===== src/rtl/mem_arb_pkg.sv =====
// Shared types and constants for the unified memory arbiter.
package mem_arb_pkg;

    localparam int WORD_W         = 32;
    localparam int DEPTH_LOG2_DEF = 6;

    typedef enum logic [1:0] {
        IDLE,
        RD_IF,
        RD_D
    } arb_state_e;

endpackage


===== src/rtl/mem_arb_starve_cnt.sv =====
// Saturating count of cycles in which a pending fetch was not granted.
module mem_arb_starve_cnt #(
    parameter int STARVE_LIMIT = 4
) (
    input  logic clk,
    input  logic rst,
    input  logic if_req,
    input  logic if_gnt,
    output logic limit_hit
);

    localparam int CW = $clog2(STARVE_LIMIT + 1);
    localparam logic [CW-1:0] LIMIT = CW'(STARVE_LIMIT);

    logic [CW-1:0] cnt;

    always_ff @(posedge clk) begin
        if (rst) begin
            cnt <= '0;
        end else if (if_gnt) begin
            cnt <= '0;
        end else if (if_req && (cnt != LIMIT)) begin
            cnt <= cnt + CW'(1);
        end
    end

    assign limit_hit = (cnt == LIMIT);

endmodule


===== src/rtl/mem_arbiter.sv =====
// Fetch / load-store arbiter for the shared single-port memory.
// Optional MEM_ARB_ADDR_CHECK_EN flags misaligned/out-of-range data accesses.
module mem_arbiter
    import mem_arb_pkg::*;
#(
    parameter int DEPTH_LOG2   = DEPTH_LOG2_DEF,
    parameter int STARVE_LIMIT = 4
) (
    input  logic                  clk,
    input  logic                  rst,
    input  logic                  if_req,
    input  logic [31:0]           if_addr,
    output logic                  if_gnt,
    output logic                  if_rvalid,
    output logic [WORD_W-1:0]     if_rdata,
    input  logic                  d_req,
    input  logic                  d_we,
    input  logic [31:0]           d_addr,
    input  logic [WORD_W-1:0]     d_wdata,
    output logic                  d_gnt,
    output logic                  d_rvalid,
    output logic [WORD_W-1:0]     d_rdata,
    output logic                  d_err,
    output logic                  mem_en,
    output logic                  mem_we,
    output logic [DEPTH_LOG2-1:0] mem_addr,
    output logic [WORD_W-1:0]     mem_wdata,
    input  logic [WORD_W-1:0]     mem_rdata
);

    arb_state_e        state, state_n;
    logic              limit_hit;
    logic              d_bad;
    logic              we_q;
    logic              err_q;
    logic [WORD_W-1:0] if_rdata_q;
    logic [WORD_W-1:0] d_rdata_q;
    logic [WORD_W-1:0] d_rd_now;
    logic              unused_addr;

    assign unused_addr = ^{if_addr[31:DEPTH_LOG2+2], if_addr[1:0],
                           d_addr[31:DEPTH_LOG2+2], d_addr[1:0]};

`ifdef MEM_ARB_ADDR_CHECK_EN
    assign d_bad = (d_addr[1:0] != 2'b00) ||
                   (d_addr[31:DEPTH_LOG2+2] != '0);

    always_ff @(posedge clk) begin
        if (rst) begin
            err_q <= 1'b0;
        end else if (d_gnt) begin
            err_q <= d_bad;
        end
    end
`else
    assign d_bad = 1'b0;
    assign err_q = 1'b0;
`endif

    mem_arb_starve_cnt #(
        .STARVE_LIMIT(STARVE_LIMIT)
    ) u_starve (
        .clk      (clk),
        .rst      (rst),
        .if_req   (if_req),
        .if_gnt   (if_gnt),
        .limit_hit(limit_hit)
    );

    always_ff @(posedge clk) begin
        if (rst) begin
            state <= IDLE;
        end else begin
            state <= state_n;
        end
    end

    // Outputs are forced low while reset is held so an in-flight read is dropped.
    always_comb begin
        state_n   = state;
        if_gnt    = 1'b0;
        d_gnt     = 1'b0;
        if_rvalid = 1'b0;
        d_rvalid  = 1'b0;
        d_err     = 1'b0;
        mem_en    = 1'b0;
        mem_we    = 1'b0;
        mem_addr  = '0;
        mem_wdata = '0;
        if (!rst) begin
            unique case (state)
                IDLE: begin
                    if (if_req && (!d_req || limit_hit)) begin
                        if_gnt   = 1'b1;
                        mem_en   = 1'b1;
                        mem_addr = if_addr[DEPTH_LOG2+1:2];
                        state_n  = RD_IF;
                    end else if (d_req) begin
                        d_gnt     = 1'b1;
                        mem_en    = !d_bad;
                        mem_we    = d_we;
                        mem_addr  = d_addr[DEPTH_LOG2+1:2];
                        mem_wdata = d_wdata;
                        if (!d_we || d_bad) begin
                            state_n = RD_D;
                        end
                    end
                end
                RD_IF: begin
                    if_rvalid = 1'b1;
                    state_n   = IDLE;
                end
                RD_D: begin
                    d_rvalid = !we_q;
                    d_err    = err_q;
                    state_n  = IDLE;
                end
                default: begin
                    state_n = IDLE;
                end
            endcase
        end
    end

    assign d_rd_now = err_q ? '0 : mem_rdata;
    assign if_rdata = if_rvalid ? mem_rdata : if_rdata_q;
    assign d_rdata  = d_rvalid ? d_rd_now : d_rdata_q;

    always_ff @(posedge clk) begin
        if (rst) begin
            we_q       <= 1'b0;
            if_rdata_q <= '0;
            d_rdata_q  <= '0;
        end else begin
            if (d_gnt) begin
                we_q <= d_we;
            end
            if (if_rvalid) begin
                if_rdata_q <= mem_rdata;
            end
            if (d_rvalid) begin
                d_rdata_q <= d_rd_now;
            end
        end
    end

endmodule

===== config.mk =====
export PLATFORM = sky130hd
export DESIGN_NAME = mem_arbiter
export DESIGN_NICKNAME = d
export VERILOG_FILES = /design/src/rtl/mem_arb_pkg.sv /design/src/rtl/mem_arb_starve_cnt.sv /design/src/rtl/mem_arbiter.sv
export SDC_FILE = /design/constraint.sdc
export NUM_CORES = 1
export LEC_CHECK = 0
export ABC_CLOCK_PERIOD_IN_PS = 5440
export BUFFER_PORTS_ARGS = -buffer_cell sky130_fd_sc_hd__buf_2
export CORE_AREA = 2 2 95 97
export CTS_CLUSTER_DIAMETER = 100
export DETAILED_ROUTE_END_ITERATION = 8
export DIE_AREA = 0 0 97 99
export PLACE_DENSITY = 0.82
export SYNTH_ARGS = -nofsm -noshare
export SYNTH_HDL_FRONTEND = slang
export SYNTH_SLANG_ARGS = --single-unit

===== constraint.sdc =====
create_clock -name clk -period 5.44 [get_ports clk]
set_input_delay 1.632 -clock clk [delete_from_list [all_inputs] [get_ports clk]]
set_output_delay 1.632 -clock clk [all_outputs]
set_load 0.05 [all_outputs]

==> results by group <==
Run status
  • Status: complete, no violations

Synth
  • Post-Syn Instances: around 300
  • Synthesized net count: around 440
  • Async SR Flop Fraction: 0
  • #FFs+latches synth: 70
  • Sequential fraction of the synthesis area: 0.4418
  • Synth warnings: 0
  • Syn Std Cell Area: 3172 um^2
  • Top cells by area, synth: dfxtp_1 44%, mux2_2 21%, nor2b_1 13%, and2_1 6.7%, mux2_1 1.8%
  • Ys flop type: dfxtp_1
  • Area leader, netlist: dfxtp_1
  • Syn Area/Cell: 10.54 um^2
  • Number of flops mapped to enable cells by yosys: 0
  • Area share of the leading cell type in the synthesized netlist: 0.4418
  • Synth unique cells: 28

Clock tree
  • Clock sinks: 70
  • Post-CTS sizing: 0
  • H-tree Lvls: 3
  • Root Driver: clkbuf_8
  • Clk slew on worst S/H paths: 0.07 ns
  • Hold buffer count at cts: 0
  • CTS tree: done
  • Cts bufs inserted: 9
  • Worst-Skew Late Latency: 0.32 ns
  • Bufs on Longest Clock Path: 2
  • Post-CTS setup buffer count: 0

Timing
  • RSZ-0062 raised after global routing: no
  • Final Cycle Share: 0.8720
  • Final Setup Violations: 0
  • Final Hold Vio Count: 0
  • F_max: about 210 MHz
  • Final min period: 4.744 ns
  • Post-route clock skew: between 0.004 and 0.005 ns
  • Worst Setup Slack, final: approximately 0.70 ns
  • Slew Limit Fails: 0
  • Setup TNS: 0 ns

Setup path
  • FF-to-FF Start: state[0]
  • R2R cell count: 5
  • Crit Path Max Fanout: 34
  • R2R Path End: we_q
  • CP startpoint kind: input pin
  • Crit. End Element: output pin
  • Crit path required time: approximately 3.8 ns
  • R2r setup slk: 3.70 ns
  • Setup crit end: mem_wdata[18]
  • Crit. Startpoint: rst
  • Critical path arrival: 3.11 ns
  • Worst Path Class, Setup: input pin to output pin

Pwr
  • Flop pwr share: 0.468
  • Leakage: roughly 2.3 nW
  • Combinational share of power: 0.217
  • Int Power: 0.7770 mW
  • Switching share of total power: 0.3110
  • Clk pwr share: 0.314
  • Sw Pwr: roughly 0.35 mW
  • Pwr Density: 256.0 nW/um^2
  • Max VDD drop: 106.6 uV

Route
  • Met1 Wirelength: 3.565 mm
  • ANT nets after route: 0
  • DR iter-0 viols: 41
  • Drt drc: 0
  • TritonRoute pass-1 iters: 4
  • Via count: 2,755
  • DR vias/cell: 4.615
  • WL/cell: 13.77 um
  • Top Metal Used: met4
  • Final wirelength: 8.219 mm
  • Met3 Wirelength: 501 um
  • Met2 WL post-DR: around 4 mm

Floorplanning
  • Initial Util: 0.3709
  • Die Ht: a little under 100 um
  • Row cnt: 34
  • Core area: 8551 um^2
  • # IOs: between 200 and 250
  • Die Wd: 97 um
  • Die Area: about 9600 um^2

Cells and area
  • Synthesis-to-layout area growth: 38.86%
  • Commonest non-fill, non-tap cell in the layout: buf_2
  • Layout cells sized above 1: 0.5624
  • Antenna diodes: 0
  • Most frequent cells in the layout: 185 x buf_2, 70 x dfxtp_1, 66 x nor2b_1, 60 x mux2_2, 34 x and2_1
  • Nets: slightly above 600
  • Final core utilization: 0.5151

Place
  • Placer congestion estimate: about 0.83
  • Detail Placement HPWL: 6.417 mm
  • Pre-CTS setup slack: just under 0.7 ns
  • PortBufs: 188

Global route
  • Global-route wire length before repair: 12.97 mm
  • Initial antenna violation count: 0
  • Vias in the first global route: between 2k and 3k
  • GR Overflow Total: 0
  • Largest net degree at the start of global routing: 35
  • GRT Util Overall: 0.1676

Min path
  • Worst hold path type: register to register

Job
  • Max-cap violations: 0
==> per-stage QoR <==
stage          instance area, um^2  instances  hold slack, ns  total power [mW]
2_1_floorplan                 3172        301          0.4992            0.7121
3_3_place_gp                  4237        581          0.5165            0.7808
3_5_place_dp                  4237        581          0.5570            0.7861
4_1_cts                       4404        597          0.5632             1.145
5_1_grt                       4404        597          0.6000             1.181
6_report                      4404        597          0.5640             1.128
==> critical path: stages <==
cell and delay, ns:
buf_2 0.17, nor3_2 0.12, buf_4 0.21, and3_1 0.24
buf_4 0.27, and2_1 0.20, buf_2 0.27
==> cell usage after synthesis (all sizes together), types with 2 or more instances <==
library cell,n
nand3,7
nor2b,66
buf,12
o21ai,7
and3,3
dfxtp,70
inv,2
mux2,65
clkbuf,12
a211oi,2
and2,34
nand4,6
ha,2
==> state kept, by name (all words and copies together), names as in the netlist <==
name          flops
state             2
d_rdata_q        32
if_rdata_q       32
u_starve.cnt      3
we_q              1
==> cells by family after synthesis <==
logic type      count (synthesis)  share of synthesized area
mux                            66                     0.2339
compound gates                 13                    0.02643
fa+ha+maj                       2                   0.007888
flops                          70                     0.4418
xor+xnor                        1                   0.002762
other cells                     1                   0.001182
simple gates                  122                     0.2450
buf+inv                        26                    0.04102
==> cell type report <==
type                            count  area [um^2]
Clock buffer                       12        145.1
Clock inverter                      4        22.52
Fill cell                         812         4146
Inverter                            2        7.507
Multi-Input combinational cell    205         1647
Sequential cell                    70         1401
Tap cell                          108        135.1
Timing Repair Buffer              196         1046
==> worst min path at each step <==
stage               startpoint               to  cells past startpoint
2_1_floorplan  u_starve.cnt[2]  u_starve.cnt[2]                      2
3_3_place_gp   u_starve.cnt[2]  u_starve.cnt[2]                      2
3_5_place_dp     if_rdata_q[7]    if_rdata_q[7]                      2
4_1_cts        u_starve.cnt[1]  u_starve.cnt[1]                      2
5_1_grt           d_rdata_q[3]     d_rdata_q[3]                      2
6_report       u_starve.cnt[1]  u_starve.cnt[1]                      2
==> routing by layer <==
metal,up-vias,GRT usage
met5,-,0
met4,0,0.05417
met3,10,0.04539
met2,122,0.2927
met1,1260,0.2006
li1,1363,-
==> power by group through the flow <==
| stage | Sequential, mW | Combinational, mW | Clock [mW] |
|---|---|---|---|
| after floorplan | 0.538 | 0.174 | 0 |
| final | 0.528 | 0.245 | 0.355 |
| after detailed placement | 0.540 | 0.246 | 0 |
| after CTS | 0.528 | 0.247 | 0.370 |
| after global placement | 0.539 | 0.242 | 0 |
| after global routing | 0.529 | 0.260 | 0.392 |
Power figures use the tool's default switching activity.
